File: src/rtl/retire_unit.sv
// In-order retirement stage: updates the retirement RAT, counts retired instructions and
// holds a retired store until the LSU accepts its release. RETIRE_PERF_EN adds class counters.
module retire_unit #(
    parameter int unsigned ARCH_REGS = 32,
    parameter int unsigned PHYS_REGS = 64,
    parameter int unsigned PHYS_W    = $clog2(PHYS_REGS)
) (
    input  logic              clk,
    input  logic              rst,
    input  logic              commit_valid,
    output logic              commit_ready,
    input  logic              commit_uses_rd,
    input  logic [4:0]        commit_rd_arch,
    input  logic [PHYS_W-1:0] commit_pd_new,
    input  logic [PHYS_W-1:0] commit_pd_old,
    input  logic              commit_is_branch,
    input  logic              commit_is_load,
    input  logic              commit_is_store,
    input  logic              flush_valid,
    output logic              st_commit_valid,
    input  logic              st_commit_ready,
    input  logic [4:0]        rrat_raddr,
    output logic [PHYS_W-1:0] rrat_rdata,
    output logic [63:0]       retire_count,
    output logic              busy
`ifdef RETIRE_PERF_EN
    ,
    output logic [31:0]       br_count,
    output logic [31:0]       ld_count,
    output logic [31:0]       st_count
`endif
);

    localparam int unsigned IDX_W  = $clog2(ARCH_REGS);
    localparam int unsigned CNT_W  = 64;
    localparam int unsigned PERF_W = 32;

    localparam logic [0:0] RUN     = 1'b0;
    localparam logic [0:0] ST_WAIT = 1'b1;

    logic [0:0]        state;
    logic [0:0]        state_next;
    logic              fire;
    logic              rd_write;
    logic [PHYS_W-1:0] rrat [ARCH_REGS];

    // Flush and reset both take priority over accepting the ROB head.
    assign commit_ready = (state == RUN) && !flush_valid && !rst;
    assign fire         = commit_valid && commit_ready;
    assign rd_write     = fire && commit_uses_rd && (commit_rd_arch != 5'd0)
                          && (32'(commit_rd_arch) < ARCH_REGS);

    always_comb begin
        state_next = state;
        case (state)
            RUN:     if (fire && commit_is_store) state_next = ST_WAIT;
            // The store is already architectural, so flush cannot cancel the release.
            ST_WAIT: if (st_commit_ready) state_next = RUN;
            default: state_next = RUN;
        endcase
    end

    always_ff @(posedge clk) begin
        if (rst) begin
            state           <= RUN;
            st_commit_valid <= 1'b0;
            busy            <= 1'b0;
        end else begin
            state           <= state_next;
            st_commit_valid <= (state_next == ST_WAIT);
            busy            <= (state_next == ST_WAIT);
        end
    end

    // Retirement RAT: identity map out of reset, x0 never remapped.
    always_ff @(posedge clk) begin
        if (rst) begin
            for (int unsigned i = 0; i < ARCH_REGS; i++) begin
                rrat[IDX_W'(i)] <= PHYS_W'(i);
            end
        end else if (rd_write) begin
            rrat[IDX_W'(commit_rd_arch)] <= commit_pd_new;
        end
    end

    assign rrat_rdata = (32'(rrat_raddr) < ARCH_REGS) ? rrat[IDX_W'(rrat_raddr)] : '0;

    always_ff @(posedge clk) begin
        if (rst) begin
            retire_count <= '0;
        end else if (fire) begin
            retire_count <= retire_count + CNT_W'(1);
        end
    end

`ifdef RETIRE_PERF_EN
    always_ff @(posedge clk) begin
        if (rst) begin
            br_count <= '0;
            ld_count <= '0;
            st_count <= '0;
        end else if (fire) begin
            if (commit_is_branch) br_count <= br_count + PERF_W'(1);
            if (commit_is_load)   ld_count <= ld_count + PERF_W'(1);
            if (commit_is_store)  st_count <= st_count + PERF_W'(1);
        end
    end

    // The old tag is returned to the freelist by the commit/dispatch logic, not here.
    logic unused_pd_old;
    assign unused_pd_old = ^commit_pd_old;
`else
    logic unused_inputs;
    assign unused_inputs = ^{commit_pd_old, commit_is_branch, commit_is_load};
`endif

endmodule

File: config.mk
export PLATFORM = sky130hd
export DESIGN_NAME = retire_unit
export DESIGN_NICKNAME = d
export VERILOG_FILES = /design/src/rtl/retire_unit.sv
export SDC_FILE = /design/constraint.sdc
export NUM_CORES = 1
export LEC_CHECK = 0
export ABC_AREA = 1
export BUFFER_PORTS_ARGS = -buffer_cell sky130_fd_sc_hd__buf_2
export CORE_MARGIN = 5
export CORE_UTILIZATION = 40
export CTS_CLUSTER_DIAMETER = 200
export DETAILED_ROUTE_END_ITERATION = 8
export PLACE_DENSITY = 0.54
export REMOVE_ABC_BUFFERS = 1
export SYNTH_ARGS = -nofsm -noshare
export SYNTH_HDL_FRONTEND = slang
export SYNTH_SLANG_ARGS = --single-unit
File: constraint.sdc
create_clock -name clk -period 4.2 [get_ports clk]
set_input_delay 0.42 -clock clk [delete_from_list [all_inputs] [get_ports clk]]
set_output_delay 0.42 -clock clk [all_outputs]
set_load 0.02 [all_outputs]
# Word level (Yosys, flattened, before mapping)
# Memory sizes are Yosys's and may differ from the RTL's.
# Index checks and enable logic that the tools add are counted.
# Widths: inputs -> output; s select.
# word_totals
reg_bits	65
ramBits	192
input_bits	31
word_cells	26
mem_count	1
# memory_table
name	words	word_bits	read_ports	rd_clocked_by_memory_dff	write_ports	line_no	source
rrat	32	6	1	0	32	45	logic [PHYS_W-1:0] rrat [ARCH_REGS];
# classes
n_addsub	1
mux	11
n_bitwise	1
n_reduce_logical	10
# op_table
operator	n
$add 64x1->64 const B	1
$mux 1	8
$logic_and 1x1->1	6
$mux 6	1
$reduce_or 6->1	1
$mux 5	1
$reduce_bool 5->1	1
$logic_not 1->1	2
$pmux 1 s2	1
$not 1->1	1

# Depth between registers and ports, before layout
# depth
depth_word	11
ltp_mapped	11

# Worst setup path after synthesis
# OpenSTA, ideal clock, no wires.
# synth_path
path_type	input -> output
from	input port rrat_raddr[0]
to	output port rrat_rdata[3]
t_arrival_ns	1.693
t_required_ns	3.780
path_slack_ns	2.087
path_stages	10
cell_sequence	buf_2 -> inv_2 -> buf_2 -> buf_2 -> nand2_1 -> nand3_1 -> nand2_1 -> a21oi_1 -> o31ai_1 -> a21oi_1
# synth_via
elab_chain_cells	1
# synth_lines
element	line_no	source
start: declaration	22	input logic [4:0] rrat_raddr,
$mem_v2 32x6	-	
end: declaration	23	output logic [PHYS_W-1:0] rrat_rdata,
# Every way passes these cells.

# Worst setup path after layout
# layout_path
from	input port rrat_raddr[0]
to	output port rrat_rdata[2]
# Same word-level chain as after synthesis.

==> impl_metrics.toml <==
[layout]
final_common_cell = "nand2_1"
syn_to_final_growth_pct = 13.8
drive_gt1_share_pct = 11.2
mostFrequentLayoutCells = "nand2_1 (534), nor2_1 (284), edfxtp_1 (192)"
nets = 1719
antenna_cells = 0
finalNonFillerCells = 2112

[global_routing]
antenna_found_initial = 0
grtUsageMet1_pct = 27.7
grt_pass1_vias = 10500
grt_max_degree = 97
grt_pass1_wl_mm = 58.7
grt_overflow = 0
top_usage_layer = "met2"
met3_usage_pct = 3.23
use_met2_pct = 34.6
track_usage_pct = 20.7

[yosys]
yosys.area.top_type = "edfxtp_1"
synthCells = 1612
syn_area_per_cell_um2 = 7.94
synth.distinct_cells = 33
synth_edf_count = 192
yosys_warnings = 0
ys_async_sr_fraction_pct = 0
synthFlopType = "edfxtp_1"
syn_area_um2 = 12800
synthDominantCellAreaShare_pct = 45.0
ys_ff_latch = 257
yosysSeqAreaShare_pct = 55.2
netlist_top_cells_area = "edfxtp_1 (45%), nand2_1 (16%), dfxtp_1 (10%), nor2_1 (8.3%), nand3_1 (7.0%)"

[pwr]
switching_share_pct = 23.7
vdd_drop_max_mv = 0.373
pwr-share-seq_pct = 49.2
power.leakage_nw = 5.86
combPwrFrac_pct = 6.8
intPower_w = 0.00442
pwr-share-clk_pct = 44.0
power_density_nw_per_um2 = 397
net-switching-power_w = 0.00137

[sta]
tns_ps = 0
finalCritPeriodShare_pct = 70.2
period_needed_ps = 2950
hold_viol = 0
slew_viol_final = 0
tightest_slew_ps = 1050
fmax_ghz = 0.339
maxSlewHeadroom_pct = 29.8
clock_skew_ps = 19.3
setup_violations = 0
rsz0062_at_grt = "no"

[critical_path]
startpoint_type = "input port"
critical_path_arrival_ps = 2530
cp_cell_sequence = "buf_2 -> buf_4 -> nand2_1 -> nand3_1 -> nand3_1 -> a21oi_1 -> nor2_1 -> a21oi_1 -> buf_2"
crit_path_end_kind = "output port"
slowest_stage = "buf_4"
slowest_delay_ps = 790
crit_fanout = 96
cp.required_ps = 3780
critPathKind = "in -> out"

[clock_tree]
clock_path_buffers = 3
cts.sinks = 257
cts.repair.resized = 0
cts_tree = "built"
hold_buffers = 0
clock_latency_ps = 570
root_buffer = "clkbuf_16"
cts.htree.levels = 1
cts_buffers = 29
cts_setup_buffers = 0
clkTransAtPathRegs_ps = 60

[place]
numPortBuffers = 95
hpwlAfterDp_mm = 25.4
dp_cells = 2058
gp_congestion = 0.873

[route]
drt-initial-drc-count = 766
ant_nets = 0
viasPerCell = 5.15
vias = 10900
wl_per_cell_um = 17.7
drc_errors = 0
drt-pass1-iter-count = 5
totalWireLength_mm = 37.4

[min_path]
hp-class = "in -> reg"

[floorplanning]
dieArea_um2 = 35700
fp-row-count = 65
start_util_pct = 40.6
dieWidth_um = 189
die_y_um = 189
coreArea_um2 = 31600
ios = 104

[flow_run]
drv_cap = 0

[outcome]
status = "complete, no violations"
power by group through the flow:
stage	clock network, W	logic (W)	registers, W
finish	0.00255	0.000391	0.00285
global route	0.00269	0.000433	0.00286
CTS	0.00259	0.000393	0.00285
detailed placement	0	0.000392	0.00290
global placement	0	0.000388	0.00290
floorplan	0	0.000215	0.00289
sequential cells by signal, summed over array words and instances (netlist names):
register / cells
state: 1
rrat: 192
retire_count: 64
stage by stage:
step / util, % / power, W / instance area (um2) / worst slack (ps) / hold slack, ps
after floorplan: - / 0.00311 / 12500 / 1640 / 489
after global placement: 43.2 / 0.00329 / 13600 / 1230 / 488
after detailed placement: 43.2 / 0.00330 / 13600 / 1180 / 487
after CTS: 46.2 / 0.00583 / 14600 / 1280 / 89.7
after global routing: 46.2 / 0.00599 / 14600 / 1050 / 104
final: 46.2 / 0.00579 / 14600 / 1250 / 117
logic make-up (layout without fill, tap and decap cells):
group / count (synthesis) / after routing / synth area share [%]
compound gates: 87 / 87 / 3.59
other cells: 1 / 6 / 0.0293
xor+xnor: 9 / 9 / 0.616
simple gates: 1066 / 1066 / 34.7
flops: 257 / 257 / 55.2
fa+ha+maj: 1 / 1 / 0.0977
buf+inv: 191 / 284 / 5.82
final timing paths:
check | startpoint | to | slack, ps | cells past startpoint
setup / recovery | rrat_raddr[0] | rrat_rdata[2] | 1250 | 9
hold / removal | commit_is_store | state | 120 | 3
setup reg to reg | state | rrat[10][4] | 1440 | 7
hold reg to reg | retire_count[6] | retire_count[6] | 500 | 2
routing by layer:
metal	part of all wire, %	vias up
met4	3.6	0
li1	-	5400
met1	44	5053
met3	6.1	79
met5	0	-
met2	46	352
synth_stat cells, types with 2 or more instances:
cell type,instances
a211oi_1,2
nand4_1,16
nand3_1,178
nor3_1,22
buf_1,10
dfxtp_1,65
nand2_1,534
and3_1,3
inv_1,106
nor2_2,9
nor3b_1,2
buf_2,13
o31ai_1,6
o21ai_0,14
nand2_4,2
clkbuf_1,44
a21oi_1,63
xnor2_1,3
xor2_1,6
inv_2,14
buf_4,3
nor2_1,284
edfxtp_1,192
nor2_4,3
nor3_4,3
nand2_2,8
worst max-delay path, delay by kind of cell:
family	cells	cell delay, ps
compound gates	2	520
simple gates	4	500
buf+inv	3	1070
final cells by class:
class                      count  area [um2]
clock buffer                  37         786
sequential                   257        7070
multi-input combinational   1169        5010
clock inverter                17         166
tap                          402         503
fill                        3168       17000
inverter                     121         455
timing repair buffer         109         581
Power figures use the tool's default switching activity.
